--- config.mk ---
export PLATFORM = sky130hd
export DESIGN_NAME = tlbelo_csr_bank
export DESIGN_NICKNAME = d
export VERILOG_FILES = /design/src/rtl/tlbelo_csr_bank.sv
export SDC_FILE = /design/constraint.sdc
export NUM_CORES = 1
export LEC_CHECK = 0
export ABC_AREA = 1
export CAP_MARGIN = 0
export CORE_ASPECT_RATIO = 0.5
export CORE_MARGIN = 8
export CORE_UTILIZATION = 42
export CTS_CLUSTER_SIZE = 20
export DETAILED_ROUTE_END_ITERATION = 10
export PLACE_DENSITY = 0.82
export SYNTH_ARGS = -nofsm -noshare
export SYNTH_HDL_FRONTEND = slang
export SYNTH_SLANG_ARGS = --single-unit
--- constraint.sdc ---
create_clock -name clk -period 2.2 [get_ports clk]
set_input_delay 0.22 -clock clk [delete_from_list [all_inputs] [get_ports clk]]
set_output_delay 0.22 -clock clk [all_outputs]
set_load 0.03 [all_outputs]
--- src/rtl/tlbelo_csr_bank.sv ---
// TLBELO CSR bank: NUM_LO page-entry-low registers, masked CSR writes, and a
// TLBRD loader that fills every register from one TLB array response.
module tlbelo_csr_bank #(
  parameter int PALEN       = 32,
  parameter int NUM_LO      = 2,
  parameter int RSP_TIMEOUT = 16,
  localparam int SW = (NUM_LO > 2) ? $clog2(NUM_LO) : 1,
  localparam int PW = PALEN - 12
) (
  input  logic                   clk,
  input  logic                   rst_n,
  input  logic                   i_csr_we,
  input  logic [SW-1:0]          i_csr_wsel,
  input  logic [31:0]            i_csr_wmask,
  input  logic [31:0]            i_csr_wdata,
  output logic                   o_csr_wr_ready,
  input  logic [SW-1:0]          i_csr_rsel,
  output logic [31:0]            o_csr_rdata,
  input  logic                   i_tlbrd_req,
  output logic                   o_tlbrd_busy,
  input  logic                   i_tlb_rsp_valid,
  input  logic                   i_tlb_rsp_hit,
  input  logic [NUM_LO*PW-1:0]   i_tlb_rsp_ppn,
  input  logic [NUM_LO*6-1:0]    i_tlb_rsp_flags,
  input  logic                   i_tlb_rsp_g,
  output logic                   o_tlbrd_done,
  output logic                   o_tlbrd_err,
  output logic [NUM_LO*32-1:0]   o_elo_q
);

  typedef enum logic {ST_IDLE, ST_WAIT} state_t;

  // Writable bits: V, D, PLV, MAT, G and PPN; bit 7 and everything above PPN stay 0.
  localparam logic [31:0] LP_WMASK    = ((32'h1 << (PALEN - 4)) - 32'h1) & ~32'h80;
  localparam logic [7:0]  LP_TMO_LAST = 8'(RSP_TIMEOUT - 1);

  state_t      r_state;
  state_t      w_state_next;
  logic [7:0]  r_cnt;
  logic [7:0]  w_cnt_next;
  logic        r_done;
  logic        r_err;
  logic        w_done_next;
  logic        w_err_next;
  logic        w_load;
  logic        w_clear;
  logic        w_wr_en;
  logic [31:0] w_wmask;
  logic [31:0] r_elo      [NUM_LO];
  logic [31:0] w_rsp_word [NUM_LO];

  function automatic logic [31:0] f_pack(input logic [PW-1:0] ppn,
                                         input logic [5:0]    flags,
                                         input logic          g);
    logic [31:0] v;
    v              = '0;
    v[PALEN-5:8]   = ppn;
    v[6]           = g;
    v[5:0]         = flags;
    return v;
  endfunction

  assign o_csr_wr_ready = (r_state == ST_IDLE);
  assign o_tlbrd_busy   = (r_state == ST_WAIT);
  assign o_tlbrd_done   = r_done;
  assign o_tlbrd_err    = r_err;
  assign w_wmask        = i_csr_wmask & LP_WMASK;
  assign w_wr_en        = i_csr_we && o_csr_wr_ready;

  always_ff @(posedge clk or negedge rst_n) begin
    if (!rst_n) begin
      r_state <= ST_IDLE;
      r_cnt   <= '0;
      r_done  <= 1'b0;
      r_err   <= 1'b0;
    end else begin
      r_state <= w_state_next;
      r_cnt   <= w_cnt_next;
      r_done  <= w_done_next;
      r_err   <= w_err_next;
    end
  end

  always_comb begin
    w_state_next = r_state;
    w_cnt_next   = r_cnt;
    w_done_next  = 1'b0;
    w_err_next   = 1'b0;
    w_load       = 1'b0;
    w_clear      = 1'b0;
    case (r_state)
      ST_IDLE: begin
        if (i_tlbrd_req) begin
          w_state_next = ST_WAIT;
          w_cnt_next   = '0;
        end
      end
      ST_WAIT: begin
        w_cnt_next = r_cnt + 8'd1;
        // A response in the last timeout cycle still wins over the timeout.
        if (i_tlb_rsp_valid) begin
          w_state_next = ST_IDLE;
          w_done_next  = 1'b1;
          w_load       = i_tlb_rsp_hit;
          w_clear      = !i_tlb_rsp_hit;
        end else if (r_cnt == LP_TMO_LAST) begin
          w_state_next = ST_IDLE;
          w_done_next  = 1'b1;
          w_err_next   = 1'b1;
          w_clear      = 1'b1;
        end
      end
      default: w_state_next = ST_IDLE;
    endcase
  end

  genvar gi;
  generate
    for (gi = 0; gi < NUM_LO; gi++) begin : g_lo
      assign w_rsp_word[gi] = f_pack(i_tlb_rsp_ppn[gi*PW +: PW],
                                     i_tlb_rsp_flags[gi*6 +: 6], i_tlb_rsp_g);
      assign o_elo_q[gi*32 +: 32] = r_elo[gi];
    end
  endgenerate

  // Load/clear only happen in WAIT and writes only in IDLE, so they never collide.
  always_ff @(posedge clk or negedge rst_n) begin
    if (!rst_n) begin
      for (int i = 0; i < NUM_LO; i++) r_elo[i] <= '0;
    end else if (w_load) begin
      for (int i = 0; i < NUM_LO; i++) r_elo[i] <= w_rsp_word[i];
    end else if (w_clear) begin
      for (int i = 0; i < NUM_LO; i++) r_elo[i] <= '0;
    end else if (w_wr_en) begin
      for (int i = 0; i < NUM_LO; i++) begin
        if (i_csr_wsel == SW'(i))
          r_elo[i] <= (r_elo[i] & ~w_wmask) | (i_csr_wdata & w_wmask);
      end
    end
  end

  // Out-of-range read indices return 0.
  always_comb begin
    o_csr_rdata = '0;
    for (int i = 0; i < NUM_LO; i++) begin
      if (i_csr_rsel == SW'(i)) o_csr_rdata = r_elo[i];
    end
  end

endmodule
==> results.json <==
{
  "drcViolationCount": 0,
  "num_vias": 5287,
  "clk_path_buf_depth": 2,
  "drt-pass1-iter-count": 5,
  "nNetsFinal": 1118,
  "synthTopCellsByArea": "nand2_1 (35%), dfrtp_1 (34%), inv_1 (9.6%)",
  "critPathCaptureType": "output pin",
  "antenna_found_initial": 0,
  "grt_pass1_vias": 5224,
  "cts_tree": "built",
  "timing.reg2reg.setup_slack_ps": 250,
  "preCtsSetupSlack_ps": 247.6,
  "core_area_sq_um": 11010,
  "met1_usage": 0.2313,
  "diodes": 0,
  "maxCapViolCount": 0,
  "htree_levels": 3,
  "grt_usage": 0.2072,
  "gp_congestion": 0.8235,
  "tightest_slew_ps": 640.4,
  "start_util": 0.4322,
  "fin_cells": 1141,
  "startpoint": "o_tlbrd_busy",
  "post_drt_via_cell_ratio": 4.634,
  "dp.cells": 1125,
  "ys_warn_count": 0,
  "final_layout_size_suffix_gt1_frac": 0.04116,
  "area_delta_synth_final_pct": 49.11,
  "ir_worst_vdd_uv": 552.4,
  "cellPowerDensity_nw_per_um2": 890.5,
  "syn_inst": 800,
  "max_clock_freq_ghz": 0.4694,
  "cts_made_buffers": 9,
  "ys_types": 27,
  "clk_latency_ps": 320,
  "timing.rr.start": "r_cnt[0]",
  "synth.largest_area_cell": "nand2_1",
  "r2r_end": "o_elo_q[3]",
  "ant_nets": 0,
  "rsz0062_at_grt": "no",
  "grt_max_degree": 55,
  "first_iter_violations": 300,
  "maxSlewViolCount": 0,
  "cp_data_required_time_ps": 1980,
  "die_area_sq_um": 15200,
  "setup_violations": 0,
  "synth_seq_cells": 65,
  "yosysSeqAreaShare": 0.3417,
  "cts_setup_buffers": 0,
  "timing.final.ws_setup_ps": 69.74,
  "worst_setup_path_start_kind": "flop",
  "total_leakage_power_nw": 3.873,
  "finalCritPeriodShare": 0.9683,
  "cp.arrival_ps": 1910,
  "overflow": 0,
  "hpwl_mm": 12.03,
  "fin_skew_ps": 3.281,
  "avgSynthCellArea_sq_um": 5.949,
  "syn-cell-area_sq_um": 4760,
  "crit_path_max_fanout": 14,
  "use_met3": 0.04361,
  "cp-endpoint": "o_csr_wr_ready",
  "outcome": "finished clean",
  "io_buffer_count": 199,
  "root_buffer": "clkbuf_16",
  "wl_per_cell_um": 14.15,
  "routed_wirelength_mm": 16.14,
  "fp.dieH_um": 91.28,
  "cts_sinks": 65,
  "yosysTopAreaCellShare": 0.3517,
  "clk_pin_slew_worst_paths_ps": 50,
  "use_met2": 0.3850,
  "hp-class": "in2async",
  "rr_worst_depth": 9,
  "die_w_um": 166.5,
  "pin_count": 225,
  "hold_viol": 0,
  "period_minus_slack_ps": 2130,
  "relSlewSlack": 0.5731,
  "grt_pass1_wl_mm": 26.19,
  "criticalPathCategory": "reg2out",
  "tns_ps": 0,
  "grt-busiest-layer": "met2",
  "rows": 27
}
[critical path, cell delays in order (launching register included)]
cell	delay, ps
dfrtp_1	550
inv_1	310
clkdlybuf4s50_1	730
[synth_stat cells (all sizes together)]
| cell | number |
|---|---|
| nand2 | 449 |
| inv | 124 |
| o21ai | 89 |
| dfrtp | 65 |
| buf | 34 |
| clkbuf | 11 |
| nor2 | 11 |
| nand3 | 6 |
| a21oi | 3 |
| nand4 | 2 |
| a22o | 1 |
| conb | 1 |
| ha | 1 |
| nor3 | 1 |
| nor4 | 1 |
| o21bai | 1 |
[timing repair]
item	CTS	global route
hold buffers	1	0
hold endpoints to repair	18	0
gates resized for setup	0	0
[sequential cells by signal (all words and copies together) (netlist names)]
| register | cells |
|---|---|
| o_elo_q | 54 |
| r_cnt | 8 |
| o_tlbrd_busy | 1 |
| o_tlbrd_done | 1 |
| o_tlbrd_err | 1 |
[metal layers]
metal	up-vias	routed length, um
met1	2383	6517
met2	148	8383
met4	0	471
met5	-	0
li1	2725	-
met3	31	769
[how the worst min path moves through the flow]
stage / endpoint / cells after the start / start
after floorplan: o_elo_q[0] / 0 / rst_n
after global placement: r_cnt[0] / 1 / rst_n
after detailed placement: r_cnt[0] / 1 / rst_n
after CTS: r_cnt[1] / 2 / rst_n
after global routing: r_cnt[1] / 2 / rst_n
final: r_cnt[0] / 2 / rst_n
[report_power, final]
group / internal [mW] / switching [mW]
Clock: 0.928 / 0.494
Combinational: 1.23 / 1.84
Sequential: 1.50 / 0.332
[cells in the final DEF, fill, tap and decap left out]
master and instances:
nand2_8 2, ha_1 1, a21oi_1 1, nand2_1 446, dlygate4sd3_1 1, clkbuf_16 9, nor4_1 1, o21ai_0 89
nor2_8 1, clkbuf_1 1, inv_1 122, nand4_1 2, nor3_1 1, nor2_4 2, o21bai_1 1, nand3_1 3
dfrtp_1 65, conb_1 15, inv_2 1, nand2_2 1, buf_12 1, nor2_1 8, nand3_2 3, bufinv_16 1
buf_4 11, inv_4 1, clkbuf_8 2, a22o_1 1, clkdlybuf4s50_1 197, a21oi_4 2, clkinv_2 2, buf_2 2
[metrics by stage]
stage	instance area, sq um	hold WS, ps	utilization	power [mW]
after floorplan	4812	-75.59	-	3.583
after global placement	6790	191.5	0.6166	4.853
after detailed placement	6790	200.2	0.6166	4.916
after CTS	7097	396.8	0.6444	6.362
after global routing	7097	444.0	0.6444	6.703
final	7097	380.4	0.6444	6.320
[kinds of logic (layout without fill, tap and decap cells)]
logic type      Yosys count  in the layout  synth area share
flops                    65             65            0.3417
other cells               1             15         0.0007879
compound gates           94             94            0.1049
simple gates            470            470            0.3912
fa+ha+maj                 1              1          0.002628
buf+inv                 169            351            0.1588
[cell type report]
cell class / count / area, sq um
clock inverter: 3 / 40.04
multi-input combinational: 580 / 2430
inverter: 124 / 467.9
clock buffer: 12 / 256.5
tap: 145 / 181.4
fill: 1010 / 3916
timing repair buffer: 212 / 2095
sequential: 65 / 1627
Note: power is estimated with default switching activity, not from simulation.
==> RTL change (config.mk and constraints unchanged) <==
`RSP_TIMEOUT`: 16 -> 12.
--- a/src/rtl/tlbelo_csr_bank.sv
+++ b/src/rtl/tlbelo_csr_bank.sv
@@ -3,7 +3,7 @@
 module tlbelo_csr_bank #(
   parameter int PALEN       = 32,
   parameter int NUM_LO      = 2,
-  parameter int RSP_TIMEOUT = 16,
+  parameter int RSP_TIMEOUT = 12,
   localparam int SW = (NUM_LO > 2) ? $clog2(NUM_LO) : 1,
   localparam int PW = PALEN - 12
 ) (
Function: no difference found for any inputs over 4 cycles, from zero or initial values and one cycle with rst_n low; that may be too few to reach the edited logic, so the function may still have changed.
==> RTL change against the unedited design <==
  * Power rose by 11%
  * Sequential share of layout area fell by 0.63 points
  * Wire length decreased by 0.41%
  * Non-clock buffer count unchanged
  * Sequential power is 4% higher
  * Maximum frequency is 12% higher
  * Worst setup slack better by 0.23 ns
  * Sequential cell count unchanged
  * Design area is 2.8% higher
  * Synthesized area increased by 4.0%
  * Global-route usage is 0.79 points lower
==> RTL change: results (changes against the unedited design) <==
stage,metric,value,unit,change
route,drt_wl_total,16100,um,-0.41%
worst_setup_path,path_delay_family,buffers and inverters,,
finish,n_antenna_cell,0,,unchanged
place,place_congestion,0.833,,+1.2%
route,dr.first_iter.drc_count,302,,+0.67%
finish,fin_nets,1111,,-0.63%
min_path,hp-class,input port to asynchronous set/reset pin,,
clock_tree,cts_made_buffers,9,,unchanged
route,vias,5385,,+1.9%
worst_setup_path,cp-endpoint,o_csr_rdata[12],,
timing,finalClockSkew,0.00662,ns,+0.00334 ns
finish,n_fill_cell,1078,,+6.7%
yosys,ys_top_cells_by_count,"nand2_1, o21ai_0, inv_1",,
finish,drive_gt1_frac,0.144,,+0.103
yosys,synthFlopType,dfrtp_1,,
power,p_leak,3.80,nW,-2.0%
grt,grt_max_degree,54,,-1.8%
clock_tree,post_cts_buffers,0,,unchanged
finish,largest_register_ff_count,54,,unchanged
place,dpl_cell_area,0.00698,mm^2,+2.8%
grt,grt_pass1_vias,5063,,-3.1%
clock_tree,insertion_delay,0.32,ns,about the same
yosys,async_flop_share,1.00,,unchanged
clock_tree,cts_resized,0,,unchanged
clock_tree,hold_buffers,1,,unchanged
route,drt_pre_antenna_iters,4,,-1
worst_setup_path,rrSetupSlack,0.36,ns,+0.11 ns
yosys,yosysUniqueCellTypes,29,,+7.4%
worst_setup_path,crit_path_start,o_elo_q[12]$_DFFE_PN0P_,,
grt,grt_usage,0.199,,-0.00789
clock_tree,clockBufferDepth,2,,unchanged
place,post-dp-hpwl,12100,um,+0.86%
worst_setup_path,critPathMaxFanout,3,,-11
outcome,status,completed,,
yosys,synthTopCellsByArea,"dfrtp_1, nand2_1, o21ai_0",,
place,port-buffer-count,199,,unchanged
yosys,yosysSeqAreaShare,0.329,,-0.0132
clock_tree,htree_levels,3,,unchanged
worst_setup_path,crit_arrival,1.68,ns,-0.23 ns
worst_setup_path,slowest_delay,0.74,ns,
grt,antenna_found_initial,0,,unchanged
timing,fin_tns_setup,0,ns,unchanged
power,max-vdd-ir-drop,0.497,mV,-10%
worst_setup_path,reg2reg_to,o_elo_q[52]$_DFFE_PN0P_,,
finish,layout_commonest_cell,nand2_1,,
die,die-area,0.0157,mm^2,+3.5%
worst_setup_path,rr_worst_depth,9,,unchanged
grt,grt_pass1_wl,25500,um,-2.7%
## RTL change: cell count changes after synthesis, sizes merged
cell,unedited run,this run
a22oi,0,1
o22ai,0,1
a21oi,3,1
nor3,1,2
nand2,449,389
buf,34,41
o21ai,89,87
nand3,6,59
inv,124,125
a31oi,0,1
nor2,11,10
clkbuf,11,10
a22o,1,2
o21bai,1,0
## RTL change: logic make-up after synthesis
group                    Yosys count  synth area share
AND/OR/NAND/NOR                  463             0.406
buffers and inverters            176             0.164
AO/OA/AOI/OAI                     93            0.0988
flip-flops                        65             0.329
adder cells (fa/ha/maj)            1           0.00253
other                              1          0.000757
## RTL change: through the flow
stage               hold WS (ns)  setup slack, ns  cells   util
finish                     0.403            0.302   1155  0.626
global route               0.446            0.222   1155  0.626
CTS                        0.390            0.292   1155  0.626
detailed placement         0.205            0.333   1138  0.598
global placement           0.200            0.368   1138  0.598
floorplan                -0.0756            0.661    813      -
## RTL change: layout make-up
class / instances / area (um^2) / share of cell area
Clock buffer: 14 / 274 / 0.0375
Multi-Input combinational cell: 572 / 2570 / 0.352
Clock inverter: 2 / 35.0 / 0.00480
Tap cell: 165 / 206 / 0.0283
Timing Repair Buffer: 212 / 2120 / 0.290
Inverter: 125 / 469 / 0.0643
Sequential cell: 65 / 1630 / 0.223
## RTL change: routing by layer
metal  global-route usage  vias up  wire (um)
li1                     -     2763          -
met1                0.239     2457       6920
met2                0.354      139       7940
met3               0.0412       26        834
met4               0.0666        0        376
met5                    0        -          0
## RTL change: where the power goes
| group | internal, W | switching [W] |
|---|---|---|
| registers | 0.00154 | 0.000364 |
| clock network | 0.000968 | 0.000496 |
| logic | 0.00145 | 0.00217 |
| total | 0.00396 | 0.00302 |
